==> config.mk <==
export PLATFORM = sky130hd
export DESIGN_NAME = pc_seq
export DESIGN_NICKNAME = d
export VERILOG_FILES = /design/src/rtl/pc_seq.sv
export SDC_FILE = /design/constraint.sdc
export NUM_CORES = 1
export LEC_CHECK = 0
export ABC_CLOCK_PERIOD_IN_PS = 3100
export BUFFER_PORTS_ARGS = -buffer_cell sky130_fd_sc_hd__buf_2
export CORE_MARGIN = 8
export CORE_UTILIZATION = 27
export DETAILED_ROUTE_END_ITERATION = 7
export HOLD_SLACK_MARGIN = 0.06
export PLACE_DENSITY = 0.48
export SKIP_CTS_REPAIR_TIMING = 1
export SYNTH_ARGS = -nofsm -noshare
export SYNTH_HDL_FRONTEND = slang
export SYNTH_SLANG_ARGS = --single-unit
==> constraint.sdc <==
create_clock -name clk -period 3.1 [get_ports clk]
set_input_delay 0.465 -clock clk [delete_from_list [all_inputs] [get_ports clk]]
set_output_delay 0.465 -clock clk [all_outputs]
set_load 0.005 [all_outputs]
==> src/rtl/pc_seq.sv <==
// ---------------------------------------------------------------------------
// pc_seq -- program-counter sequencer for a small instruction-driven datapath.
//
// Fetches 32-bit instructions from a combinational instruction memory, resolves
// control flow (JMP / JNZ / ZNJ) internally, and hands every other instruction
// to the datapath through a valid/ready handshake.  A CHECK instruction's
// datapath result (chk_nz) is captured into an internal flag that steers the
// conditional jumps.  Execution stops in HALT on a detected end loop (done)
// or when the retired-instruction watchdog expires (timeout).
//
// Instruction format: op[31:28] opcode, op[27:20] jump target.
//
// Ports
//   clk        in   1   rising-edge clock
//   rst_n      in   1   synchronous active-low reset
//   start      in   1   pulse that (re)starts execution at START_PC
//   op         in  32   instruction word at address pc
//   pc         out  8   instruction address
//   ir         out 32   instruction currently issued
//   exe_valid  out  1   ir holds a datapath instruction awaiting acceptance
//   exe_ready  in   1   datapath accepts ir
//   chk_nz     in   1   CHECK result, sampled on a CHECK handshake
//   busy       out  1   running (not IDLE / HALT)
//   done       out  1   halted on an end loop
//   timeout    out  1   halted on watchdog expiry
//   steps      out 24   retired instructions since start (saturating)
// ---------------------------------------------------------------------------
module pc_seq #(
    parameter logic [7:0]  START_PC  = 8'd0,
    parameter logic [23:0] MAX_STEPS = 24'hFFFFFF
) (
    input  logic        clk,
    input  logic        rst_n,
    input  logic        start,
    input  logic [31:0] op,
    output logic [7:0]  pc,
    output logic [31:0] ir,
    output logic        exe_valid,
    input  logic        exe_ready,
    input  logic        chk_nz,
    output logic        busy,
    output logic        done,
    output logic        timeout,
    output logic [23:0] steps
);

    // Opcode encodings (op[31:28]); everything else goes to the datapath.
    localparam logic [3:0] OPC_CHECK = 4'h3;
    localparam logic [3:0] OPC_JMP   = 4'h8;
    localparam logic [3:0] OPC_JNZ   = 4'h9;
    localparam logic [3:0] OPC_ZNJ   = 4'hA;

    typedef enum logic [2:0] {
        ST_IDLE,
        ST_FETCH,
        ST_ISSUE,
        ST_WAIT,
        ST_HALT
    } state_t;

    state_t      state_reg;
    logic [7:0]  pc_reg;
    logic [31:0] ir_reg;
    logic        exe_valid_reg;
    logic        flag_reg;
    logic [23:0] steps_reg;
    logic        busy_reg;
    logic        done_reg;
    logic        timeout_reg;
    // Address of the most recently retired instruction when that was a JMP;
    // used to spot two JMPs bouncing between each other.
    logic        last_jmp_valid_reg;
    logic [7:0]  last_jmp_addr_reg;

    logic [3:0]  opcode;
    logic [7:0]  target;
    logic [7:0]  pc_plus1;
    logic [23:0] steps_next;
    logic        wd_hit;
    logic        end_loop;

    assign opcode   = ir_reg[31:28];
    assign target   = ir_reg[27:20];
    // 8-bit add wraps FF -> 00 on its own.
    assign pc_plus1 = pc_reg + 8'd1;

    // Saturating increment: the watchdog halts at MAX_STEPS, so steps never wraps.
    assign steps_next = (steps_reg == MAX_STEPS) ? steps_reg : steps_reg + 24'd1;
    assign wd_hit     = (steps_next == MAX_STEPS);

    // pc still holds the JMP's own address while it sits in ISSUE.
    assign end_loop = (target == pc_reg) ||
                      (last_jmp_valid_reg && (target == last_jmp_addr_reg));

    always_ff @(posedge clk) begin
        if (!rst_n) begin
            state_reg          <= ST_IDLE;
            pc_reg             <= START_PC;
            ir_reg             <= 32'd0;
            exe_valid_reg      <= 1'b0;
            flag_reg           <= 1'b0;
            steps_reg          <= 24'd0;
            busy_reg           <= 1'b0;
            done_reg           <= 1'b0;
            timeout_reg        <= 1'b0;
            last_jmp_valid_reg <= 1'b0;
            last_jmp_addr_reg  <= 8'd0;
        end else begin
            case (state_reg)
                // HALT holds everything until a new start; restart clears status.
                ST_IDLE, ST_HALT: begin
                    if (start) begin
                        state_reg          <= ST_FETCH;
                        pc_reg             <= START_PC;
                        steps_reg          <= 24'd0;
                        flag_reg           <= 1'b0;
                        done_reg           <= 1'b0;
                        timeout_reg        <= 1'b0;
                        busy_reg           <= 1'b1;
                        last_jmp_valid_reg <= 1'b0;
                    end
                end

                ST_FETCH: begin
                    ir_reg    <= op;
                    state_reg <= ST_ISSUE;
                end

                ST_ISSUE: begin
                    case (opcode)
                        OPC_JMP: begin
                            steps_reg <= steps_next;
                            if (end_loop) begin
                                // End loop wins over the watchdog; pc stays on the JMP.
                                done_reg  <= 1'b1;
                                busy_reg  <= 1'b0;
                                state_reg <= ST_HALT;
                            end else begin
                                pc_reg             <= target;
                                last_jmp_valid_reg <= 1'b1;
                                last_jmp_addr_reg  <= pc_reg;
                                if (wd_hit) begin
                                    timeout_reg <= 1'b1;
                                    busy_reg    <= 1'b0;
                                    state_reg   <= ST_HALT;
                                end else begin
                                    state_reg <= ST_FETCH;
                                end
                            end
                        end

                        OPC_JNZ, OPC_ZNJ: begin
                            // JNZ branches on flag=1, ZNJ on flag=0.
                            if (flag_reg == (opcode == OPC_JNZ)) begin
                                pc_reg <= target;
                            end else begin
                                pc_reg <= pc_plus1;
                            end
                            steps_reg          <= steps_next;
                            last_jmp_valid_reg <= 1'b0;
                            if (wd_hit) begin
                                timeout_reg <= 1'b1;
                                busy_reg    <= 1'b0;
                                state_reg   <= ST_HALT;
                            end else begin
                                state_reg <= ST_FETCH;
                            end
                        end

                        default: begin
                            exe_valid_reg <= 1'b1;
                            state_reg     <= ST_WAIT;
                        end
                    endcase
                end

                ST_WAIT: begin
                    if (exe_ready) begin
                        exe_valid_reg      <= 1'b0;
                        pc_reg             <= pc_plus1;
                        steps_reg          <= steps_next;
                        last_jmp_valid_reg <= 1'b0;
                        if (opcode == OPC_CHECK) begin
                            flag_reg <= chk_nz;
                        end
                        if (wd_hit) begin
                            timeout_reg <= 1'b1;
                            busy_reg    <= 1'b0;
                            state_reg   <= ST_HALT;
                        end else begin
                            state_reg <= ST_FETCH;
                        end
                    end
                end

                default: begin
                    state_reg     <= ST_IDLE;
                    busy_reg      <= 1'b0;
                    exe_valid_reg <= 1'b0;
                end
            endcase
        end
    end

    assign pc        = pc_reg;
    assign ir        = ir_reg;
    assign exe_valid = exe_valid_reg;
    assign busy      = busy_reg;
    assign done      = done_reg;
    assign timeout   = timeout_reg;
    assign steps     = steps_reg;

endmodule

==> results of run 1 <==
[area by class of cell]
cell class                 instances  area [sq um]
timing repair buffer             122           656
inverter                          10          37.5
clock buffer                      10           239
sequential                        81          1620
tap                              216           270
fill                            1689         10300
multi-input combinational        421          2500
clock inverter                     6          65.1
[routing by layer]
| metal | routed length (um) | up-vias | track usage |
|---|---|---|---|
| met3 | 1180 | 21 | 0.0520 |
| met5 | 8 | - | 0 |
| met1 | 6530 | 1989 | 0.181 |
| li1 | - | 2123 | - |
| met2 | 6330 | 147 | 0.220 |
| met4 | 247 | 2 | 0.0587 |
[how the worst min path moves through the flow]
stage | start | to | slack [ps] | depth (start not counted)
finish | op[0] | ir[0]$_SDFFE_PN0P_ | 360 | 3
global route | op[16] | ir[16]$_SDFFE_PN0P_ | 360 | 3
CTS | op[0] | ir[0]$_SDFFE_PN0P_ | 350 | 3
detailed placement | ir[0]$_SDFFE_PN0P_ | ir[0]$_SDFFE_PN0P_ | 450 | 2
global placement | ir[0]$_SDFFE_PN0P_ | ir[0]$_SDFFE_PN0P_ | 440 | 2
floorplan | done$_SDFFE_PN0P_ | done$_SDFFE_PN0P_ | 440 | 2
[power breakdown]
group | switching (mW) | total [mW] | internal (mW)
Clock | 0.448 | 1.10 | 0.647
Sequential | 0.197 | 1.38 | 1.18
Combinational | 0.741 | 1.23 | 0.488
[placed cells by master, fill, tap and decap left out, types with 14 or more instances in the layout]
| cell | instances |
|---|---|
| xnor2_1 | 19 |
| o21ai_0 | 23 |
| nor3_1 | 15 |
| dfxtp_1 | 81 |
| nand2_1 | 103 |
| nand4_1 | 17 |
| buf_2 | 104 |
| buf_4 | 18 |
| nor2b_1 | 14 |
| a21boi_0 | 40 |
| nor2_1 | 37 |
| a21oi_1 | 33 |
[stage by stage]
step | std cells | power [mW]
after floorplan | 544 | 2.14
after global placement | 850 | 2.64
after detailed placement | 850 | 2.65
after CTS | 866 | 3.77
after global routing | 866 | 3.99
final | 866 | 3.71
[kinds of logic after synthesis]
group	Yosys count	synth area share
compound gates	143	0.223
xor+xnor	23	0.0468
fa+ha+maj	2	0.00581
buf+inv	42	0.0442
flops	81	0.377
mux	8	0.0186
simple gates	245	0.285
[worst min-delay path: stages]
cell,delay [ps]
buf_2,90
nand2_1,50
a21oi_1,50
==> results.md, run 1 <==
- Top FF cell, synth: dfxtp_1
- Initial Utilization: 0.274
- Hold Slack: 363 ps
- I/O pins: 105
- Final min period: between 2000 and 3000 ps
- Area of the die: between 20000 and 25000 sq um
- Detailed-route DRC error count: 0
- Hold Crit Class: input port to flop
- Number of H-tree levels: 3
- Max reg flops: 32
- N_diodes: 0
- Clock sinks: 81
- Skew final: 4.47 ps
- Pleak: 2.15 nW
- DP Worst Slack: 354 ps
- Status: finished, final reports clean
- Die Wd: 142 um
- GRT Overall Usage: 0.144
- CP Buf/Inv Count: 0
- Power Density: 688 nW/um^2
- Final-report hold violation count: 0
- Layout cell share with drive strength beyond 1: 0.238
- Period utilisation layout: 0.894
- #FFs+latches synth: 81
- Detail Route Antenna Nets: 0
- Final instance area: 5390 sq um
- Worst Setup SP: steps[0]$_SDFFE_PN0P_
- Seq/Total Area, Yosys: 0.377
- CP Data Arrival Time: ~3000 ps
- Post-Syn Nets: 583
- CP Class: flop to flop
- Top post-synthesis cells by area: dfxtp_1, nand2_1, a21boi_0
- Max-cap viol count: 0
- Top-area cell type share of the netlist area: 0.377
- Reg-to-reg slack, setup: around 330 ps
- Post-synth EDFFs: 0
- Setup tns final: 0 ps
- Clock Tree Root: clkbuf_16
- Synthesis warning total: 0
- Hpwl dp: about 10 mm
- Longest Clk Path Bufs: 2
- Area growth from synthesis to layout: 25.1%
- Vias post-DR: about 4300
- Final #Nets: about 680
- Setup violators final: 0
- Buffers on Ports: around 100
- Num rows: 46
- VDD IR max: 0.000293 V
- Worst EP required: between 3000 and 4000 ps
- Netlist cell types: 64
- CTS tree: done
- FF-to-FF Start: steps[0]$_SDFFE_PN0P_
- Core area: 15700 sq um
- CP endpoint: state_reg[0]$_SDFFE_PN0P_
- Final Worst Setup Slack: 329 ps
- Worst-margin pin slew: 815 ps
- Slew Viols, Final: 0
- Type of destination of the critical path: flop
- Fin util: 0.343
- FMAX: ~0.36 GHz
- Grt total ovfl: 0
- Cell taking the most area after synthesis: dfxtp_1
- Synth Instances: 544
- Mean Syn Cell Area: 7.92 sq um
- GP Congestion: 0.886
- CP max stage cell: or4_4
- Placed cell areas: 5080 sq um
- TritonCTS buffer count: 9
- Commonest cells post-synth: nand2_1, dfxtp_1, a21boi_0, nor2_1, a21oi_1
- Vias/cell: 4.94
- Largest net degree at the start of global routing: 60
- Die Y: 142 um
- First-pass GRT wire length: approximately 23 mm
- Most numerous cell in the Yosys netlist: nand2_1
- Slew headroom: 0.456
- Initial antenna violation count: 1
- CP startpoint kind: flop
- DRT Wirelength: roughly 14 mm
- Worst path depth: 8
- Crit path max-delay family: simple AND/OR/NAND/NOR gates
- WL/cell: 16.5 um
- Reg2Reg Depth: 8
- Biggest cell delay along the critical path: 610 ps
- Async S/R FF share, synth: 0
- Drt first pass iters: 4
- Vias in the first global route: 4408
- Mapped Area: approximately 4300 sq um
- Clock Pin Slew Worst Setup and Hold Paths: 60 ps
- RSZ-0062 raised after global routing: no
- DRT iter0 DRCs: 247
- Cell Chain, Critical Path: ha_1 > nand3_2 > or4_4 > nor3_4 > o311ai_1 > a22oi_2 > nor4bb_1 > nor3_1
- Critical Path Fanout Max: 8
- Worst reg2reg path endpoint: state_reg[0]$_SDFFE_PN0P_
- Clk_lat worst skew: 340 ps
(Power assumes the default switching activity.)
==> inputs of run 2 (changes only) <==
--- a/config.mk
+++ b/config.mk
@@ -9,6 +9,7 @@
 export BUFFER_PORTS_ARGS = -buffer_cell sky130_fd_sc_hd__buf_2
 export CORE_MARGIN = 8
 export CORE_UTILIZATION = 27
+export CTS_BUF_LIST = sky130_fd_sc_hd__clkbuf_4 sky130_fd_sc_hd__clkbuf_8
 export DETAILED_ROUTE_END_ITERATION = 7
 export HOLD_SLACK_MARGIN = 0.06
 export PLACE_DENSITY = 0.48
@@ -16,3 +17,4 @@
 export SYNTH_ARGS = -nofsm -noshare
 export SYNTH_HDL_FRONTEND = slang
 export SYNTH_SLANG_ARGS = --single-unit
+export TNS_END_PERCENT = 5
==> constraint.sdc (replaced) <==
create_clock -name clk -period 3.1 [get_ports clk]
set_input_delay 0.93 -clock clk [delete_from_list [all_inputs] [get_ports clk]]
set_output_delay 0.93 -clock clk [all_outputs]
set_load 0.005 [all_outputs]
==> run 2 against run 1 <==
Net effect:
- sequential power about the same
- cell count is 0.23% lower
- worst hold slack better by 99 ps
- critical path type unchanged
- critical endpoint unchanged
==> results.md, run 2 (synthesis results as in run 1) <==
- Status: finished, final reports clean (unchanged)
- Longest Clk Path Bufs: 2 (unchanged)
- Max reg flops: 32 (unchanged)
- RSZ-0062 raised after global routing: no (unchanged)
- VDD IR max: 0.000281 V (was 0.000293 V)
- CP Class: flop to flop (unchanged)
- Placed cell areas: 5080 sq um (about the same)
- Cell Chain, Critical Path: ha_1 > nand3_2 > or4_4 > nor3_4 > o311ai_1 > a22oi_2 > nor4bb_1 > nor3_1 (unchanged)
- Core area: 15700 sq um (unchanged)
- Slew headroom: 0.449 (was 0.456)
- GP Congestion: 0.855 (was 0.886)
- N_diodes: 0 (unchanged)
- Worst EP required: 3360 ps (was 3320 ps)
- Hpwl dp: 10.3 mm (was 10.4 mm)
- Biggest cell delay along the critical path: 610 ps (about the same)
- Vias post-DR: 4259 (was 4282)
- Area growth from synthesis to layout: 23.3% (was 25.1%)
- Num rows: 46 (unchanged)
- Clock sinks: 81 (unchanged)
- Die Y: 142 um (unchanged)
- DP Worst Slack: 355 ps (was 354 ps)
- Final #Nets: 683 (was 684)
- Slew Viols, Final: 0 (unchanged)
- FMAX: 0.359 GHz (was 0.361 GHz)
- Buffers on Ports: 104 (unchanged)
- Detailed-route DRC error count: 0 (unchanged)
- Largest net degree at the start of global routing: 60 (unchanged)
- DRT iter0 DRCs: 272 (was 247)
- Pleak: 2.11 nW (was 2.15 nW)
- Final min period: 2780 ps (was 2770 ps)
- Worst-margin pin slew: 825 ps (was 815 ps)
- Leading cell type in the layout, fill and taps excluded: buf_2 (unchanged)
- Setup tns final: 0 ps (unchanged)
- Die Wd: 142 um (unchanged)
- Skew final: 18.9 ps (was 4.47 ps)
- Initial Utilization: 0.274 (unchanged)
- CP Buf/Inv Count: 0 (unchanged)
- Drt first pass iters: 4 (unchanged)
- I/O pins: 105 (unchanged)
- WL/cell: 16.6 um (was 16.5 um)
- Crit path max-delay family: simple AND/OR/NAND/NOR gates (unchanged)
- Number of H-tree levels: 3 (unchanged)
- CTS tree: done (unchanged)
- CP max stage cell: or4_4 (unchanged)
- Power Density: 668 nW/um^2 (was 688 nW/um^2)
- Clock Tree Root: clkbuf_8 (was clkbuf_16)
- Detail Route Antenna Nets: 0 (unchanged)
- Commonest cells after routing, fill and taps aside: buf_2, nand2_1, dfxtp_1 (unchanged)
- TritonCTS buffer count: 9 (unchanged)
- Fin util: 0.338 (was 0.343)
- Max-cap viol count: 0 (unchanged)
- Setup violators final: 0 (unchanged)
- Layout cell share with drive strength beyond 1: 0.236 (was 0.238)
- Final Worst Setup Slack: 315 ps (was 329 ps)
- Clock Pin Slew Worst Setup and Hold Paths: 100 ps (was 60 ps)
- Hold Crit Class: flop to flop (was input port to flop)
- Initial antenna violation count: 1 (unchanged)
- Grt total ovfl: 0 (unchanged)
- First-pass GRT wire length: 23.1 mm (was 23.2 mm)
- Vias/cell: 4.93 (was 4.94)
- Area of the die: 20200 sq um (unchanged)
- Final instance area: 5310 sq um (was 5390 sq um)
- DRT Wirelength: 14.3 mm (about the same)
- GRT Overall Usage: 0.143 (was 0.144)
- Type of destination of the critical path: flop (unchanged)
- CP Data Arrival Time: 3050 ps (was 2990 ps)
- Final-report hold violation count: 0 (unchanged)
- Clk_lat worst skew: 370 ps (was 340 ps)
- CP startpoint kind: flop (unchanged)
- Critical Path Fanout Max: 8 (unchanged)
- Vias in the first global route: 4331 (was 4408)
- Period utilisation layout: 0.898 (was 0.894)
- Hold Slack: 463 ps (was 363 ps)
run 2: cell count changes in the layout (fill, tap and decap cells not counted):
| cell | delta |
|---|---|
| inv_6 | -1 |
| clkbuf_16 | -9 |
| buf_4 | -1 |
| bufinv_16 | +2 |
| clkbuf_8 | +8 |
| clkinv_4 | -1 |
run 2: worst register-to-register path, delay by kind of cell, from the launching register on:
kind	cells	cell delay, ps
flops	1	450
compound gates	2	450
simple gates	5	1490
fa+ha+maj	1	300
run 2: worst paths after layout:
check | startpoint | end | slack, ps | cells past startpoint
worst min-delay path | ir[4]$_SDFFE_PN0P_ | ir[4]$_SDFFE_PN0P_ | 460 | 2
worst max register to register | steps[0]$_SDFFE_PN0P_ | state_reg[0]$_SDFFE_PN0P_ | 320 | 8
worst min register to register | ir[4]$_SDFFE_PN0P_ | ir[4]$_SDFFE_PN0P_ | 460 | 2
worst max-delay path | steps[0]$_SDFFE_PN0P_ | state_reg[0]$_SDFFE_PN0P_ | 320 | 8
run 2: metrics by stage:
step,cells,power (mW)
final,864,3.54
after global routing,864,3.83
after CTS,864,3.61
after detailed placement,849,2.66
after global placement,849,2.64
after floorplan,544,2.14
run 2: power by group:
part	leakage (nW)	switching [mW]	total, mW	internal [mW]
clock network	0.115	0.407	0.935	0.528
logic	1.33	0.743	1.23	0.484
registers	0.657	0.199	1.38	1.18
total	2.11	1.35	3.54	2.20
run 2: cell type report:
class	instances	area, sq um
tap	216	270
inverter	10	37.5
sequential	81	1620
timing repair buffer	121	648
fill	1688	10400
multi-input combinational	421	2500
clock buffer	9	124
clock inverter	6	108
run 2: per-layer routing:
layer	track usage	vias up	share of wire
met5	0	-	0.00070
met2	0.225	155	0.44
met1	0.177	1958	0.45
met4	0.0537	2	0.018
li1	-	2123	-
met3	0.0507	21	0.090
